### config.mk
export PLATFORM = sky130hd
export DESIGN_NAME = myca_seq
export DESIGN_NICKNAME = d
export VERILOG_FILES = /design/src/rtl/myca_seq_pkg.sv /design/src/rtl/myca_seq_tick_div.sv /design/src/rtl/myca_seq.sv
export SDC_FILE = /design/constraint.sdc
export NUM_CORES = 1
export LEC_CHECK = 0
export CORE_MARGIN = 1
export CORE_UTILIZATION = 44
export CTS_CLUSTER_SIZE = 16
export DETAILED_ROUTE_END_ITERATION = 8
export PLACE_DENSITY = 0.82
export SYNTH_ARGS = -nofsm -noshare
export SYNTH_HDL_FRONTEND = slang
export SYNTH_SLANG_ARGS = --single-unit
### constraint.sdc
create_clock -name ck -period 3.24 [get_ports ck]
set_input_delay 0.972 -clock ck [delete_from_list [all_inputs] [get_ports ck]]
set_output_delay 0.972 -clock ck [all_outputs]
set_load 0.02 [all_outputs]
### src/rtl/myca_seq_pkg.sv
// myca_pkg: opcodes, FSM states and microword field helpers for the Myca microsequencer
package myca_pkg;

    typedef enum logic [2:0] {
        OP_CONT, OP_JMP, OP_JMPT, OP_JMPF, OP_CALL, OP_RET, OP_WAIT, OP_HALT
    } op_e;

    typedef enum logic [1:0] {
        S_WAIT, S_FETCH, S_EXEC, S_HALT
    } state_e;

    function automatic int fs_w(input int nflag);
        return $clog2(nflag) + 1;
    endfunction

    function automatic int uw_w(input int pc_w, input int nflag, input int nout);
        return 3 + fs_w(nflag) + pc_w + nout;
    endfunction

    function automatic int dir_lo(input int nout);
        return nout;
    endfunction

    function automatic int fs_lo(input int pc_w, input int nout);
        return nout + pc_w;
    endfunction

endpackage

### src/rtl/myca_seq_tick_div.sv
// myca_tick_div: free-running divider giving a registered 1-ck tick every DIV cycles
module myca_tick_div #(
    parameter int DIV = 1
) (
    input  logic ck,
    input  logic rst,
    output logic tick
);
    localparam int CW = DIV > 1 ? $clog2(DIV) : 1;
    logic [CW-1:0] cnt;
    logic          last;
    assign last = cnt == CW'(DIV - 1);
    // count 0..DIV-1 and pulse for the cycle after the terminal count
    always_ff @(posedge ck) begin
        if (rst) begin
            cnt  <= '0;
            tick <= 1'b0;
        end else begin
            cnt  <= last ? '0 : cnt + 1'b1;
            tick <= last;
        end
    end
endmodule

### src/rtl/myca_seq.sv
// myca_seq: microsequencer fetching microwords from a sync ROM; MYCA_SEQ_STACK_EN enables the call/return stack
module myca_seq
    import myca_pkg::*;
#(
    parameter  int PC_W    = 8,
    parameter  int NFLAG   = 8,
    parameter  int NOUT    = 4,
    parameter  int STACK_D = 4,
    parameter  int DIV     = 1,
    localparam int FS_W    = fs_w(NFLAG),
    localparam int UW      = uw_w(PC_W, NFLAG, NOUT)
) (
    input  logic             ck,
    input  logic             rst,
    input  logic [NFLAG-1:0] flags,
    output logic [PC_W-1:0]  rom_addr,
    input  logic [UW-1:0]    rom_q,
    output logic [NOUT-1:0]  ctl,
    output logic [PC_W-1:0]  pc,
    output logic             tick,
    output logic             halted,
    output logic             err
);
    localparam int IW = FS_W - 1;

    state_e          st;
    op_e             op;
    logic [FS_W-1:0] fsel;
    logic [IW-1:0]   idx;
    logic            inv, x;
    logic [PC_W-1:0] dir, pc_inc, npc;
    logic [NOUT-1:0] out;
    logic            fault, stop;

    myca_tick_div #(.DIV(DIV)) u_div (.ck(ck), .rst(rst), .tick(tick));

    assign rom_addr = pc;
    assign op       = op_e'(rom_q[UW-1 -: 3]);
    assign fsel     = rom_q[fs_lo(PC_W, NOUT) +: FS_W];
    assign dir      = rom_q[dir_lo(NOUT) +: PC_W];
    assign out      = rom_q[NOUT-1:0];
    assign idx      = fsel[IW-1:0];
    assign inv      = fsel[FS_W-1];
    assign x        = ((int'(idx) < NFLAG) ? flags[idx] : 1'b0) ^ inv;
    assign pc_inc   = pc + 1'b1;
    assign stop     = (op == OP_HALT) | fault;

`ifdef MYCA_SEQ_STACK_EN
    localparam int SPW = $clog2(STACK_D + 1);
    logic [PC_W-1:0] stk [STACK_D];
    logic [PC_W-1:0] top;
    logic [SPW-1:0]  sp;
    logic            full, empty, push, pop;
    assign full  = sp == SPW'(STACK_D);
    assign empty = sp == '0;
    // top-of-stack entry is slot sp-1
    always_comb begin
        top = '0;
        for (int i = 0; i < STACK_D; i++)
            if (sp == SPW'(i + 1)) top = stk[i];
    end
`endif

    // next pc and stack action for the microword in EXEC
    always_comb begin
        npc   = pc_inc;
        fault = 1'b0;
`ifdef MYCA_SEQ_STACK_EN
        push  = 1'b0;
        pop   = 1'b0;
`endif
        case (op)
            OP_JMP:  npc = dir;
            OP_JMPT: npc = x ? dir : pc_inc;
            OP_JMPF: npc = x ? pc_inc : dir;
`ifdef MYCA_SEQ_STACK_EN
            OP_CALL: begin
                fault = full;
                push  = !full;
                npc   = full ? pc : dir;
            end
            OP_RET: begin
                fault = empty;
                pop   = !empty;
                npc   = empty ? pc : top;
            end
`else
            OP_CALL: npc = dir;
`endif
            OP_WAIT: npc = x ? pc_inc : pc;
            OP_HALT: npc = pc;
            default: npc = pc_inc;
        endcase
    end

`ifdef MYCA_SEQ_STACK_EN
    // LIFO: push writes slot sp, pop only drops the pointer
    always_ff @(posedge ck) begin
        if (rst) begin
            sp <= '0;
        end else if (st == S_EXEC) begin
            if (push) begin
                for (int i = 0; i < STACK_D; i++)
                    if (sp == SPW'(i)) stk[i] <= pc_inc;
                sp <= sp + 1'b1;
            end else if (pop) begin
                sp <= sp - 1'b1;
            end
        end
    end
`endif

    // sequencer FSM: wait for tick, fetch, execute; HALT is left only by reset
    always_ff @(posedge ck) begin
        if (rst) begin
            st     <= S_WAIT;
            pc     <= '0;
            ctl    <= '0;
            halted <= 1'b0;
            err    <= 1'b0;
        end else begin
            case (st)
                S_WAIT:  st <= tick ? S_FETCH : S_WAIT;
                S_FETCH: st <= S_EXEC;
                S_EXEC: begin
                    ctl    <= out;
                    pc     <= npc;
                    halted <= stop;
                    err    <= err | fault;
                    st     <= stop ? S_HALT : S_WAIT;
                end
                default: st <= S_HALT;
            endcase
        end
    end
endmodule

==> summary.md <==
| Metric | Value |
|---|---|
| Post-Syn Area | `0.00110 mm²` |
| Req. time, crit path | `3.48 ns` |
| Vias in the first global route | `1,114` |
| CP Capture Type | `flip-flop` |
| First-pass GRT wire length | `4490 µm` |
| Largest net degree at the start of global routing | `17` |
| Residual DRC | `0` |
| Synth Instances | `135` |
| Root buffer cell | `clkbuf_4` |
| Ant diodes | `0` |
| Max_cap viols | `0` |
| IO Pins | `52` |
| FP Rows | `17` |
| Power Internal | `0.331 mW` |
| Clock buffer depth | `2` |
| Worst-Skew Late Latency | `0.31 ns` |
| Total congestion overflow | `0` |
| FFs w/ async S/R, synth | `0%` |
| Via Count | `1,148` |
| Critical path fanouts, max | `10` |
| Worst endpoint data arrival time | `3.19 ns` |
| Worst-margin pin slew | `0.596 ns` |
| Cells along the critical path | `clkdlybuf4s50_1 > mux2_4 > a2bb2oi_4 > and3_2 > nor3_2 > o221ai_1 > a31oi_1` |
| Detailed Place HPWL | `2090 µm` |
| PostCTS Resize Cnt | `0` |
| Setup Buffers After CTS | `0` |
| Highest metal used | `met4` |
| Gp weighted congestion | `0.878` |
| Area leader, netlist | `dfxtp_1` |
| Part of the Yosys area used for sequential elements | `30.9%` |
| Initial core utilization | `48.4%` |
| H-tree depth | `1` |
| CTS tree | `done` |
| Antenna viol nets, final | `0` |
| Slew headroom | `60.0%` |
| WS Path Type | `in2reg` |
| Yosys top cell area share | `30.9%` |
| RSZ-0062 raised after global routing | `no` |
| Static Leakage | `0.583 nW` |
| Hold WS | `0.390 ns` |
| Slowest cell on the critical path | `clkdlybuf4s50_1` |
| Syn. warnings | `0` |
| Clock transition at path regs | `0.11 ns` |
| Crit-path max cell delay | `0.60 ns` |
| GRT Total Usage | `22.4%` |
| Design Area, Final | `0.00159 mm²` |
| Metal2 WL | `1310 µm` |
| Switch Pwr | `0.146 mW` |
| Detailed Routing Iterations Pass 1 | `4` |
| Endpoints failing hold | `0` |
| Antenna violations before repair | `0` |
| Final min period | `2.95 ns` |
| Post-synth EDFFs | `0` |
| P&R area growth vs syn | `43.9%` |
| Wire per inst | `13.7 µm` |
| Fin. max-slew vios | `0` |
| Avg Inst Size Synth | `8.17 µm²` |
| Type of the most critical hold path | `reg2reg` |
| Total Routed Length | `2820 µm` |
| Die area | `0.00271 mm²` |
| Status | `finished, final reports clean` |
| Layout cell share with drive strength beyond 1 | `8.47%` |
| CP startpoint kind | `primary input` |
| Vias per cell | `5.60` |
| Worst path top cell family by delay | `simple AND/OR/NAND/NOR gates` |
| DR iter-0 viols | `32` |
| Met1 wire length | `1240 µm` |
| Logic pwr share | `27.6%` |
| Worst VDD drop | `0.000238 V` |
| Most frequent cells after synthesis | `dfxtp_1 (17), a21oi_1 (16), nand2_1 (16), o21ai_0 (10), buf_4 (9)` |
| Flip-flop and latch count after synthesis | `17` |
| Peak Freq | `339 MHz` |
| WL met3 | `195 µm` |
| Share of power burned in registers | `46.1%` |
| Count leader, synth | `dfxtp_1` |
| Fin crit share | `91.0%` |
| Post-synth top flop | `dfxtp_1` |
| Hold buffer count at cts | `0` |
| Die W | `52.1 µm` |
| Clock power frac | `26.3%` |
| Pwr Density | `300 mW/mm²` |
| Port buffer count | `50` |
| Final setup fails | `0` |
| Total CTS buffers | `3` |
| Die Y | `52.1 µm` |
| Fillers | `195` |
| Total power | `0.477 mW` |
| Worst-case clock skew | `0.00285 ns` |
| Post-layout nets | `208` |
| Synth area leaders | `dfxtp_1 (31%), a21oi_1 (7.3%), buf_4 (6.1%)` |
| Switching share of power | `30.5%` |
| Clock Sinks | `17` |
| Buffer and inverter count on the worst path | `1` |
| DP Area | `0.00156 mm²` |
| Distinct cells, synth | `42` |
| Core area | `0.00228 mm²` |
==> sequential cells by signal, indices dropped and copies added (netlist names) <==
signal,count
pc,8
ctl,4
st,2
halted,1
u_div.cnt,1
u_div.tick,1
==> layout make-up <==
class | count | area, µm² | area share, %
multi-input cells | 104 | 666 | 42.0
clock buffers | 3 | 22.5 | 1.42
flip-flops and latches | 17 | 340 | 21.5
well taps | 28 | 35.0 | 2.21
clock inverters | 1 | 7.51 | 0.473
repair buffers | 52 | 515 | 32.5
==> cells in the final DEF, fill, tap and decap left out, types with 2 or more instances in the layout <==
master            n
nand4b_1          2
nand3b_1          2
a31oi_1           2
mux2i_1           3
and2b_1           2
nand3_1           3
nand2_1          16
nor2_1            7
a21boi_0          3
clkbuf_4          3
o21ai_0          10
nor4b_1           3
dfxtp_1          17
clkdlybuf4s50_1  50
conb_1            2
buf_4             2
and3_1            5
a21oi_1          16
nor3_1            6
nand2b_1          2
==> logic make-up after synthesis <==
kind of cell	after synthesis	synth area share [%]
flops	17	30.9
buf+inv	15	9.08
simple gates	55	27.5
fa+ha+maj	1	1.13
other cells	1	0.340
mux	4	4.09
compound gates	41	26.2
xor+xnor	1	0.795
==> through the flow <==
step	setup TNS [ns]	utilization [%]	setup WS, ns	instances
2_1_floorplan	0	-	0.772	136
4_1_cts	0	69.7	0.316	205
6_report	0	69.7	0.291	205
3_5_place_dp	-0.00313	68.4	-0.00313	201
3_3_place_gp	0	68.4	0.0743	201
5_1_grt	0	69.7	0.158	205
==> routing by layer <==
metal,track usage [%],vias to the layer above
met5,0,-
met4,15.8,0
met3,4.39,10
met2,36.1,54
met1,26.3,518
li1,-,566
==> power groups by stage <==
stage | clock network, mW | registers [mW] | logic [mW]
4_1_cts | 0.127 | 0.220 | 0.131
3_5_place_dp | 0 | 0.224 | 0.131
5_1_grt | 0.134 | 0.221 | 0.142
3_3_place_gp | 0 | 0.224 | 0.127
2_1_floorplan | 0 | 0.229 | 0.0680
6_report | 0.125 | 0.220 | 0.132
==> worst reg2reg max path, stage by stage (launching register included) <==
cell	delay (ns)
dfxtp_1	0.39
nand2b_1	0.31
nor3_1	0.07
and3_2	0.22
nor3_2	0.50
o221ai_1	0.22
a31oi_1	0.15
==> path summary, 6_finish.rpt <==
| kind | from | endpoint | slack, ns | cells past startpoint |
|---|---|---|---|---|
| hold reg to reg | u_div.cnt | u_div.tick | 0.39 | 1 |
| setup reg to reg | st[0] | pc[6] | 1.31 | 6 |
| hold / removal | u_div.cnt | u_div.tick | 0.39 | 1 |
| setup / recovery | rom_q[13] | pc[6] | 0.29 | 7 |
Power figures use the tool's default switching activity.
